[src/rtl/lcd_refresh_ctrl_if.sv]
// Pin bundle between the refresh controller and an HD44780-style character LCD.
interface lcd_refresh_ctrl_if;
  logic       LCD_ON;
  logic       LCD_BLON;
  logic       LCD_RW;
  logic       LCD_EN;
  logic       LCD_RS;
  logic [7:0] LCD_DATA;

  modport master (
    output LCD_ON, LCD_BLON, LCD_RW, LCD_EN, LCD_RS, LCD_DATA
  );

  modport slave (
    input LCD_ON, LCD_BLON, LCD_RW, LCD_EN, LCD_RS, LCD_DATA
  );
endinterface

[src/rtl/lcd_refresh_ctrl.sv]
// 16x2 character LCD controller: power-up delay, init sequence, then 34-write frames on request.
// Optional LCD_AUTO_REFRESH_EN adds a periodic frame request counted from the end of init.
module lcd_refresh_ctrl #(
  parameter int unsigned EN_PULSE_CYC     = 16,
  parameter int unsigned CMD_WAIT_CYC     = 2500,
  parameter int unsigned CLEAR_WAIT_CYC   = 100000,
  parameter int unsigned POWERUP_WAIT_CYC = 1000000,
  parameter int unsigned REFRESH_CYC      = 2500000
) (
  input  logic               CLOCK_50,
  input  logic               reset,
  input  logic [127:0]       letters_LCD_one,
  input  logic [127:0]       letters_LCD_two,
  input  logic               update,
  output logic               busy,
  output logic               frame_done,
  lcd_refresh_ctrl_if.master lcd
);

  function automatic int unsigned max2(input int unsigned a, input int unsigned b);
    return (a > b) ? a : b;
  endfunction

  localparam int unsigned MaxWait = max2(max2(EN_PULSE_CYC, CMD_WAIT_CYC),
                                         max2(CLEAR_WAIT_CYC, POWERUP_WAIT_CYC));
  localparam int unsigned CntW    = $clog2(MaxWait + 1);

  typedef logic [CntW-1:0] cnt_t;

  localparam cnt_t       PulseLast    = cnt_t'(EN_PULSE_CYC - 1);
  localparam cnt_t       CmdLast      = cnt_t'(CMD_WAIT_CYC - 1);
  localparam cnt_t       ClearLast    = cnt_t'(CLEAR_WAIT_CYC - 1);
  localparam cnt_t       PowerupLast  = cnt_t'(POWERUP_WAIT_CYC - 1);
  localparam logic [5:0] InitLastIdx  = 6'd3;
  localparam logic [5:0] FrameLastIdx = 6'd33;

  typedef enum logic [1:0] {StPowerup, StInit, StIdle, StFrame} state_e;
  typedef enum logic [1:0] {PhSetup, PhPulse, PhWait} phase_e;

  state_e       state_q, state_d;
  phase_e       phase_q, phase_d;
  logic [5:0]   idx_q, idx_d;
  cnt_t         cnt_q, cnt_d;
  logic [7:0]   data_q, data_d;
  logic         rs_q, rs_d;
  logic         pend_q, pend_d;
  logic [127:0] row0_q, row0_d;
  logic [127:0] row1_q, row1_d;

  logic       req;
  logic       init_end;
  logic       start;
  logic       writing;
  logic       last_idx;
  cnt_t       wait_last;
  logic [8:0] next_word;

  // {rs, data} for each init command
  function automatic logic [8:0] init_word(input logic [1:0] idx);
    logic [8:0] w;
    unique case (idx)
      2'd0: w = {1'b0, 8'h38};
      2'd1: w = {1'b0, 8'h0C};
      2'd2: w = {1'b0, 8'h01};
      2'd3: w = {1'b0, 8'h06};
    endcase
    return w;
  endfunction

  // {rs, data} for write idx of a frame: 0x80, row 0, 0xC0, row 1
  function automatic logic [8:0] frame_word(input logic [5:0]   idx,
                                            input logic [127:0] r0,
                                            input logic [127:0] r1);
    logic [8:0] w;
    logic [3:0] col0;
    logic [3:0] col1;
    col0 = 4'(idx - 6'd1);
    col1 = 4'(idx - 6'd18);
    if (idx == 6'd0) begin
      w = {1'b0, 8'h80};
    end else if (idx < 6'd17) begin
      w = {1'b1, r0[{col0, 3'b000} +: 8]};
    end else if (idx == 6'd17) begin
      w = {1'b0, 8'hC0};
    end else begin
      w = {1'b1, r1[{col1, 3'b000} +: 8]};
    end
    return w;
  endfunction

`ifdef LCD_AUTO_REFRESH_EN
  localparam int unsigned RefW = $clog2(REFRESH_CYC + 1);

  typedef logic [RefW-1:0] ref_t;

  localparam ref_t RefLast = ref_t'(REFRESH_CYC - 1);

  ref_t ref_cnt_q, ref_cnt_d;
  logic ref_on_q, ref_on_d;
  logic refresh_tick;

  assign refresh_tick = ref_on_q && (ref_cnt_q == RefLast);

  always_comb begin
    ref_cnt_d = ref_cnt_q;
    ref_on_d  = ref_on_q;
    if (init_end) begin
      ref_on_d  = 1'b1;
      ref_cnt_d = '0;
    end else if (ref_on_q) begin
      ref_cnt_d = refresh_tick ? '0 : ref_cnt_q + 1'b1;
    end
  end

  always_ff @(posedge CLOCK_50) begin
    if (reset) begin
      ref_cnt_q <= '0;
      ref_on_q  <= 1'b0;
    end else begin
      ref_cnt_q <= ref_cnt_d;
      ref_on_q  <= ref_on_d;
    end
  end
`else
  logic refresh_tick;
  assign refresh_tick = 1'b0;
`endif

  assign req     = update | refresh_tick;
  assign writing = (state_q == StInit) || (state_q == StFrame);

  always_comb begin
    state_d    = state_q;
    phase_d    = phase_q;
    idx_d      = idx_q;
    cnt_d      = cnt_q;
    data_d     = data_q;
    rs_d       = rs_q;
    pend_d     = pend_q;
    row0_d     = row0_q;
    row1_d     = row1_q;
    frame_done = 1'b0;
    init_end   = 1'b0;
    start      = 1'b0;
    last_idx   = (state_q == StInit) ? (idx_q == InitLastIdx) : (idx_q == FrameLastIdx);
    wait_last  = (!rs_q && (data_q == 8'h01)) ? ClearLast : CmdLast;
    next_word  = (state_q == StInit) ? init_word(2'(idx_q + 6'd1))
                                     : frame_word(idx_q + 6'd1, row0_q, row1_q);

    // Requests while busy coalesce into a single pending frame
    if (req && (state_q != StIdle)) pend_d = 1'b1;

    unique case (state_q)
      StPowerup: begin
        if (cnt_q == PowerupLast) begin
          state_d          = StInit;
          phase_d          = PhSetup;
          idx_d            = '0;
          cnt_d            = '0;
          {rs_d, data_d}   = init_word(2'd0);
        end else begin
          cnt_d = cnt_q + 1'b1;
        end
      end
      StIdle: start = req;
      StInit, StFrame: begin
        unique case (phase_q)
          PhSetup: begin
            phase_d = PhPulse;
            cnt_d   = '0;
          end
          PhPulse: begin
            if (cnt_q == PulseLast) begin
              phase_d = PhWait;
              cnt_d   = '0;
            end else begin
              cnt_d = cnt_q + 1'b1;
            end
          end
          PhWait: begin
            if (cnt_q == wait_last) begin
              if (last_idx) begin
                if (state_q == StInit) init_end = 1'b1;
                else                   frame_done = 1'b1;
                start = pend_q || req;
                if (!start) begin
                  state_d = StIdle;
                  cnt_d   = '0;
                end
              end else begin
                idx_d          = idx_q + 6'd1;
                phase_d        = PhSetup;
                cnt_d          = '0;
                {rs_d, data_d} = next_word;
              end
            end else begin
              cnt_d = cnt_q + 1'b1;
            end
          end
          default: ;
        endcase
      end
      default: ;
    endcase

    // Frame entry: snapshot both rows and present the 0x80 command in the next cycle
    if (start) begin
      state_d = StFrame;
      phase_d = PhSetup;
      idx_d   = '0;
      cnt_d   = '0;
      rs_d    = 1'b0;
      data_d  = 8'h80;
      row0_d  = letters_LCD_one;
      row1_d  = letters_LCD_two;
      pend_d  = 1'b0;
    end
  end

  always_ff @(posedge CLOCK_50) begin
    if (reset) begin
      state_q <= StPowerup;
      phase_q <= PhSetup;
      idx_q   <= '0;
      cnt_q   <= '0;
      data_q  <= '0;
      rs_q    <= 1'b0;
      pend_q  <= 1'b0;
      row0_q  <= '0;
      row1_q  <= '0;
    end else begin
      state_q <= state_d;
      phase_q <= phase_d;
      idx_q   <= idx_d;
      cnt_q   <= cnt_d;
      data_q  <= data_d;
      rs_q    <= rs_d;
      pend_q  <= pend_d;
      row0_q  <= row0_d;
      row1_q  <= row1_d;
    end
  end

  assign busy         = (state_q != StIdle);
  assign lcd.LCD_ON   = 1'b1;
  assign lcd.LCD_BLON = 1'b1;
  assign lcd.LCD_RW   = 1'b0;
  assign lcd.LCD_EN   = writing && (phase_q == PhPulse);
  assign lcd.LCD_RS   = rs_q;
  assign lcd.LCD_DATA = data_q;

endmodule

[src/flat_wrapper.sv]
// flat-port wrapper written by rule: the top's interface ports become plain ports
module lcd_refresh_ctrl_flat 
#(
  parameter int unsigned EN_PULSE_CYC     = 16,
  parameter int unsigned CMD_WAIT_CYC     = 2500,
  parameter int unsigned CLEAR_WAIT_CYC   = 100000,
  parameter int unsigned POWERUP_WAIT_CYC = 1000000,
  parameter int unsigned REFRESH_CYC      = 2500000
)
  (CLOCK_50, reset, letters_LCD_one, letters_LCD_two, update, busy, frame_done, lcd_LCD_ON, lcd_LCD_BLON, lcd_LCD_RW, lcd_LCD_EN, lcd_LCD_RS, lcd_LCD_DATA);
  lcd_refresh_ctrl_if lcd_i ();
  input  logic CLOCK_50;
  input  logic reset;
  input  logic [127:0] letters_LCD_one;
  input  logic [127:0] letters_LCD_two;
  input  logic update;
  output logic busy;
  output logic frame_done;
  output wire logic [$bits(lcd_i.LCD_ON)-1:0] lcd_LCD_ON;
  output wire logic [$bits(lcd_i.LCD_BLON)-1:0] lcd_LCD_BLON;
  output wire logic [$bits(lcd_i.LCD_RW)-1:0] lcd_LCD_RW;
  output wire logic [$bits(lcd_i.LCD_EN)-1:0] lcd_LCD_EN;
  output wire logic [$bits(lcd_i.LCD_RS)-1:0] lcd_LCD_RS;
  output wire logic [$bits(lcd_i.LCD_DATA)-1:0] lcd_LCD_DATA;
  assign lcd_LCD_ON = lcd_i.LCD_ON;
  assign lcd_LCD_BLON = lcd_i.LCD_BLON;
  assign lcd_LCD_RW = lcd_i.LCD_RW;
  assign lcd_LCD_EN = lcd_i.LCD_EN;
  assign lcd_LCD_RS = lcd_i.LCD_RS;
  assign lcd_LCD_DATA = lcd_i.LCD_DATA;
  lcd_refresh_ctrl #(.EN_PULSE_CYC(EN_PULSE_CYC), .CMD_WAIT_CYC(CMD_WAIT_CYC), .CLEAR_WAIT_CYC(CLEAR_WAIT_CYC), .POWERUP_WAIT_CYC(POWERUP_WAIT_CYC), .REFRESH_CYC(REFRESH_CYC)) u_core (.CLOCK_50(CLOCK_50), .reset(reset), .letters_LCD_one(letters_LCD_one), .letters_LCD_two(letters_LCD_two), .update(update), .busy(busy), .frame_done(frame_done), .lcd(lcd_i));
endmodule
[config.mk]
export PLATFORM = sky130hd
export DESIGN_NAME = lcd_refresh_ctrl_flat
export DESIGN_NICKNAME = d
export VERILOG_FILES = /design/src/rtl/lcd_refresh_ctrl_if.sv /design/src/rtl/lcd_refresh_ctrl.sv /design/src/flat_wrapper.sv
export SDC_FILE = /design/constraint.sdc
export NUM_CORES = 1
export LEC_CHECK = 0
export BUFFER_PORTS_ARGS = -buffer_cell sky130_fd_sc_hd__buf_2
export CORE_MARGIN = 2
export CORE_UTILIZATION = 33
export DETAILED_ROUTE_END_ITERATION = 16
export PLACE_DENSITY = 0.51
export SETUP_SLACK_MARGIN = 0.15
export SLEW_MARGIN = 0
export SYNTH_ARGS = -nofsm -noshare
export SYNTH_HDL_FRONTEND = slang
export SYNTH_SLANG_ARGS = --single-unit
[constraint.sdc]
create_clock -name CLOCK_50 -period 6.3 [get_ports CLOCK_50]
set_input_delay 1.26 -clock CLOCK_50 [delete_from_list [all_inputs] [get_ports CLOCK_50]]
set_output_delay 1.26 -clock CLOCK_50 [all_outputs]
set_load 0.1 [all_outputs]
# Yosys cells after proc, flatten, opt, wreduce, memory -nomap -nowiden
# Cells that the tools add are included.
op_classes:
  add_sub_neg: 4
  n_lt_le_gt_ge: 1
  eq_ne: 31
  shift: 2
  muxes: 52
  n_reduce_logical: 19
ops:
  columns: ["cell", "n"]
  rows:
  - ["128-bit by 8-bit variable part select with 8-bit output", 2]
  - ["20-bit two-way mux", 5]
  - ["20-bit one-hot mux with 3 select lines", 1]
  - ["8-bit two-way mux", 5]
  - ["20-bit one-hot mux with 2 select lines", 1]
  - ["9-bit two-way mux", 4]
  - ["9-bit one-hot mux with 4 select lines", 1]
  - ["6-bit two-way mux", 4]
  - ["20-bit by 1-bit adder with 20-bit output (second input constant)", 1]
  - ["20-bit == test", 1]
  - ["20-bit == test (second input constant)", 1]
  - ["20-bit by 4-bit == test with 1-bit output (second input constant)", 1]
  - ["2-bit two-way mux", 10]
  - ["17-bit two-way mux", 1]
  - ["8-bit one-hot mux with 2 select lines", 1]
  - ["1-bit two-way mux", 13]
  - ["3-bit by 1-bit inequality test with 1-bit output (second input constant)", 4]
  - ["3-bit by 2-bit inequality test with 1-bit output (second input constant)", 4]
  - ["6-bit one-hot mux with 2 select lines", 1]
  - ["6-bit AND reduction", 2]
  - ["2-bit == test (second input constant)", 5]
  - ["5-bit AND reduction", 2]
  - ["8-bit by 1-bit == test with 1-bit output (second input constant)", 1]
  - ["2-bit one-hot mux with 2 select lines", 2]
  - ["other kinds (24)", 36]
totals:
  ff_bits: 296
  in_bits: 259
  out_inout_bits: 15
  word_cells: 119

# Logic depth before layout (Yosys ltp)
logic_depth:
  ltp_word: 12
  ltp_mapped: 22
  ltp_nobuf: 12

# Worst setup path after synthesis
# Ideal clock, no wire load.
synth_path:
  path_type: "flip-flop to flip-flop"
  from: "register u_core.idx_q[0]"
  to: "register u_core.data_q[3], in the netlist u_core.lcd.LCD_DATA[3]"
  setup_ns: 0.123
  t_arrival_ns: 5.149
  t_required_ns: 6.177
  path_slack_ns: 1.028
  stages_incl_launch_ff: 21
  n_path_buf: 9
  synth_period_minus_slack_ns: 5.272
  cell_sequence: "dfxtp_1 -> buf_4 -> buf_2 -> buf_2 -> buf_2 -> inv_1 -> ha_1 -> clkbuf_1 -> clkbuf_1 -> clkbuf_1 -> inv_1 -> ha_1 -> or3b_1 -> o211a_1 -> buf_2 -> xnor2_2 -> buf_4 -> mux4_2 -> mux4_2 -> nor4_1 -> nor3_1"
synth_between:
  elab_chain_cells: 11
  word_cells_on_any_way: 31
  classes_between: "3 x add/sub; 1 x order compare; 7 x eq/ne; 2 x shift; 14 x mux; 4 x reduce/logical"
synth_lines:
  columns: ["element", "line_no", "source"]
  rows:
  - ["from (decl)", "lcd_refresh_ctrl.sv:42", "logic [5:0] idx_q, idx_d;"]
  - ["from (signal assigned)", "lcd_refresh_ctrl.sv:234", "idx_q <= idx_d;"]
  - ["6-bit by 1-bit adder with 6-bit output", "lcd_refresh_ctrl.sv:147", "next_word = (state_q == StInit) ? init_word(2'(idx_q + 6'd1))"]
  - ["4-bit by 2-bit subtractor with 4-bit output", "lcd_refresh_ctrl.sv:78", "col1 = 4'(idx - 6'd18);"]
  - ["128-bit by 8-bit variable part select with 8-bit output", "lcd_refresh_ctrl.sv:86", "w = {1'b1, r1[{col1, 3'b000} +: 8]};"]
  - ["9-bit two-way mux", "lcd_refresh_ctrl.sv:83", "end else if (idx == 6'd17) begin"]
  - ["9-bit two-way mux", "lcd_refresh_ctrl.sv:81", "end else if (idx < 6'd17) begin"]
  - ["9-bit two-way mux", "lcd_refresh_ctrl.sv:79", "if (idx == 6'd0) begin"]
  - ["9-bit two-way mux", "lcd_refresh_ctrl.sv:147", null]
  - ["8-bit two-way mux", "lcd_refresh_ctrl.sv:182", "if (last_idx) begin"]
  - ["8-bit two-way mux", "lcd_refresh_ctrl.sv:181", "if (cnt_q == wait_last) begin"]
  - ["8-bit two-way mux", "lcd_refresh_ctrl.sv:167", "unique case (phase_q)"]
  - ["8-bit one-hot mux with 2 select lines", "lcd_refresh_ctrl.sv:153", "unique case (state_q)"]
  - ["to (signal assigned)", "lcd_refresh_ctrl.sv:236", "data_q <= data_d;"]
  - ["to (decl)", "lcd_refresh_ctrl.sv:44", "logic [7:0] data_q, data_d;"]
# Parallel ways exist; a longest one is shown, timed or not. The select of a mux whose other input is x is not followed.
# A chain may end at the register's enable or synchronous reset.

# Worst setup path after layout
# Same ends and word-level chain as after synthesis.

==> summary.md <==
| Metric | Value |
|---|---|
| Max incr delay on CP | `a little under 0.8 ns` |
| Synth Flop Type | `dfxtp_1` |
| Area Overhead vs Synth | `18.09%` |
| Largest net degree at the start of global routing | `approximately 180` |
| Pleak | `approximately 0.0058 uW` |
| Synth top area share | `0.4267` |
| CP Class | `reg2reg` |
| Top Ports | `~270` |
| Site Rows | `75` |
| Status | `finished, final reports clean` |
| Worst slew margin | `0.3509` |
| Postcts setup bufs | `0` |
| Post-cts sizing count | `0` |
| Hold crit path type | `reg2reg` |
| Synthesized area per cell | `8.382 um2` |
| Root buf cell | `clkbuf_16` |
| Net Switching | `903.5 uW` |
| # setup viols final | `0` |
| Clock power share | `0.510` |
| Sequential area share after synthesis | `0.4267` |
| Mapped Cells | `around 1700` |
| Post-synth cell types | `67` |
| Die height | `209.2 um` |
| Post-DP Area | `approximately 0.015 mm2` |
| Max-slew violations | `0` |
| Vias | `~12000` |
| Net Sw Frac | `0.2195` |
| Core Area | `approximately 0.042 mm2` |
| Routed via count divided by cell count | `slightly above 5` |
| Max VDD drop | `0.1726 mV` |
| Setup TNS | `0 ns` |
| H-tree levels | `2` |
| Initial DRC Count | `between 800 and 900` |
| Worst path cell trace | `inv_1 -> ha_1 -> inv_1 -> ha_1 -> or3b_1 -> o211a_1 -> buf_4 -> xnor2_2 -> mux4_2 -> mux4_2 -> nor4_1 -> nor3_1` |
| Initial Util | `0.3326` |
| # DRC | `0` |
| Seq pwr share | `0.456` |
| Gate power share | `0.034` |
| Layout cells sized above 1 | `0.2291` |
| Clk sinks | `~300` |
| DIE WIDTH | `about 210 um` |
| First-pass GRT wire length | `68370 um` |
| Dominant cell type by area after synthesis | `dfxtp_1` |
| Async SR Flop Fraction | `0` |
| Yosys reg bits | `slightly below 300` |
| Slowest-stage cell, CP | `xnor2_2` |
| Vias in the first global route | `around 12000` |
| Total GRT Usage | `0.2003` |
| Post-synth EDFFs | `0` |
| Worst path required time | `around 6.7 ns` |
| Placer congestion estimate | `0.8486` |
| RSZ-0062 raised after global routing | `no` |
| Netlist Area Pre-Place | `0.01389 mm2` |
| Minimum clock period | `~4.4 ns` |
| Crit path launch type | `flip-flop` |
| Max_cap viols | `0` |
| TritonRoute pass-1 iters | `5` |
| WL final | `approximately 44000 um` |
| Clock slew at reported path FFs | `about 0.06 ns` |
| CTS tree | `built` |
| Crit path DAT | `4.83 ns` |
| Die Area | `~0.044 mm2` |
| TritonCTS Buffers | `35` |
| Hold-fix buffers, CTS | `0` |
| Net count, final | `roughly 2100` |
| Synth warn | `0` |
| Clock latency at the later pin of the worst-skew pair | `0.55 ns` |
| GRT Residual Overflow | `0` |
| Setup crit end kind | `flip-flop` |
| Initial antenna violation count | `8` |
| Synth top area cells | `dfxtp_1 (43%), nand2_1 (15%), mux4_2 (10%), a21oi_1 (9.7%), buf_6 (2.3%)` |
| Final worst-path cycle share | `0.7011` |
| Final Cell Area | `~0.016 mm2` |
| Clk_skew | `~0.029 ns` |
| Slew @ Worst Pin | `between 0.9 and 1 ns` |
| Worst R2R Setup Slack | `about 1.9 ns` |
| Pwr dens | `around 250 mW/mm2` |
| Final-report hold violation count | `0` |
| IO Port Bufs | `270` |
| Maximum clock insertion buffer count | `3` |
| Post-DRT Antenna Nets | `0` |
| Drt wl/cell | `roughly 18 um` |
| FMAX | `approximately 230 MHz` |
| Final HPWL DP | `about 31000 um` |
| Crit-path max FO | `26` |
| P_int | `3213 uW` |
-- state kept, by name, indices dropped and copies added, names as in the netlist --
| signal | count |
|---|---|
| u_core.row0_q | 128 |
| u_core.row1_q | 128 |
| u_core.cnt_q | 20 |
| u_core.lcd.LCD_DATA | 8 |
| u_core.idx_q | 6 |
| u_core.phase_q | 2 |
| u_core.state_q | 2 |
| u_core.lcd.LCD_RS | 1 |
| u_core.pend_q | 1 |
-- cells by family after synthesis --
| family | synth area share |
|---|---|
| XOR/XNOR | 0.01559 |
| buffers and inverters | 0.06559 |
| AND/OR/NAND/NOR | 0.2211 |
| adder cells (fa/ha/maj) | 0.009009 |
| AO/OA/AOI/OAI | 0.1388 |
| multiplexers | 0.1227 |
| flip-flops | 0.4267 |
| other | 0.0005407 |
-- power groups by stage --
stage               combinational (uW)  sequential, uW  clock (uW)
detailed placement                 143            1920           0
floorplan                         42.9            1920           0
global route                       153            1880        2220
finish                             142            1880        2100
global placement                   144            1920           0
CTS                                144            1880        2150
-- area by class of cell --
type | instances | area (um2)
antenna | 2 | 5.005
sequential | 296 | 5929
inverter | 14 | 52.55
clock inverter | 10 | 117.6
fill | 4321 | 25360
timing repair buffer | 281 | 1468
clock buffer | 54 | 1089
multi-input combinational | 1213 | 7066
tap | 539 | 674.4
-- per-stage QoR --
stage	setup slack [ns]	hold slack, ns	instances	utilization	total power, uW
5_1_grt	1.580	0.4712	2409	0.3927	4246
6_report	1.883	0.4512	2409	0.3927	4116
3_3_place_gp	1.967	0.4398	2343	0.3637	2062
3_5_place_dp	1.859	0.4442	2343	0.3637	2061
4_1_cts	1.847	0.4525	2407	0.3926	4166
2_1_floorplan	1.028	0.4318	1658	-	1960
-- cell usage after synthesis (all sizes together), types with 11 or more instances --
master,count
nor2,68
xor2,13
a31oi,14
a21oi,270
nor3,21
o21ai,26
inv,14
clkbuf,52
nand2,557
mux2i,24
nand2b,13
or3,11
nand3,14
buf,83
mux4,64
dfxtp,296
-- path summary, 6_finish.rpt --
kind                             to  cells past startpoint          startpoint
max          u_core.lcd.LCD_DATA[3]                     12     u_core.idx_q[0]
min              u_core.row1_q[104]                      2  u_core.row1_q[104]
max reg2reg  u_core.lcd.LCD_DATA[3]                     12     u_core.idx_q[0]
min reg2reg      u_core.row1_q[104]                      2  u_core.row1_q[104]
-- worst max-delay path: cells and delay by family, from the launching register on --
kind | cells | cell delay [ns]
mux | 2 | 0.93
flops | 1 | 0.61
simple gates | 3 | 0.65
xor+xnor | 1 | 0.77
fa+ha+maj | 2 | 0.59
compound gates | 1 | 0.12
buf+inv | 3 | 0.60
-- layer usage --
layer  vias up  wire, um  track usage  share of wire
met4        12       988      0.05911          0.022
met5         -        71            0         0.0016
met1      5844     20900       0.2797           0.47
met3        77      2290      0.04328          0.052
li1       6022         -            -              -
met2       278     19970       0.3109           0.45
-- cells in the final DEF, fill, tap and decap left out, drive strengths merged, types with 11 or more instances in the layout --
cell	count
nor3	21
xor2	13
nor2	68
dfxtp	296
a21oi	270
a31oi	14
nand2b	13
nand2	557
buf	280
or3	11
clkbuf	55
inv	15
nand3	14
mux2i	24
o21ai	26
mux4	64
Note: power is estimated with default switching activity, not from simulation.
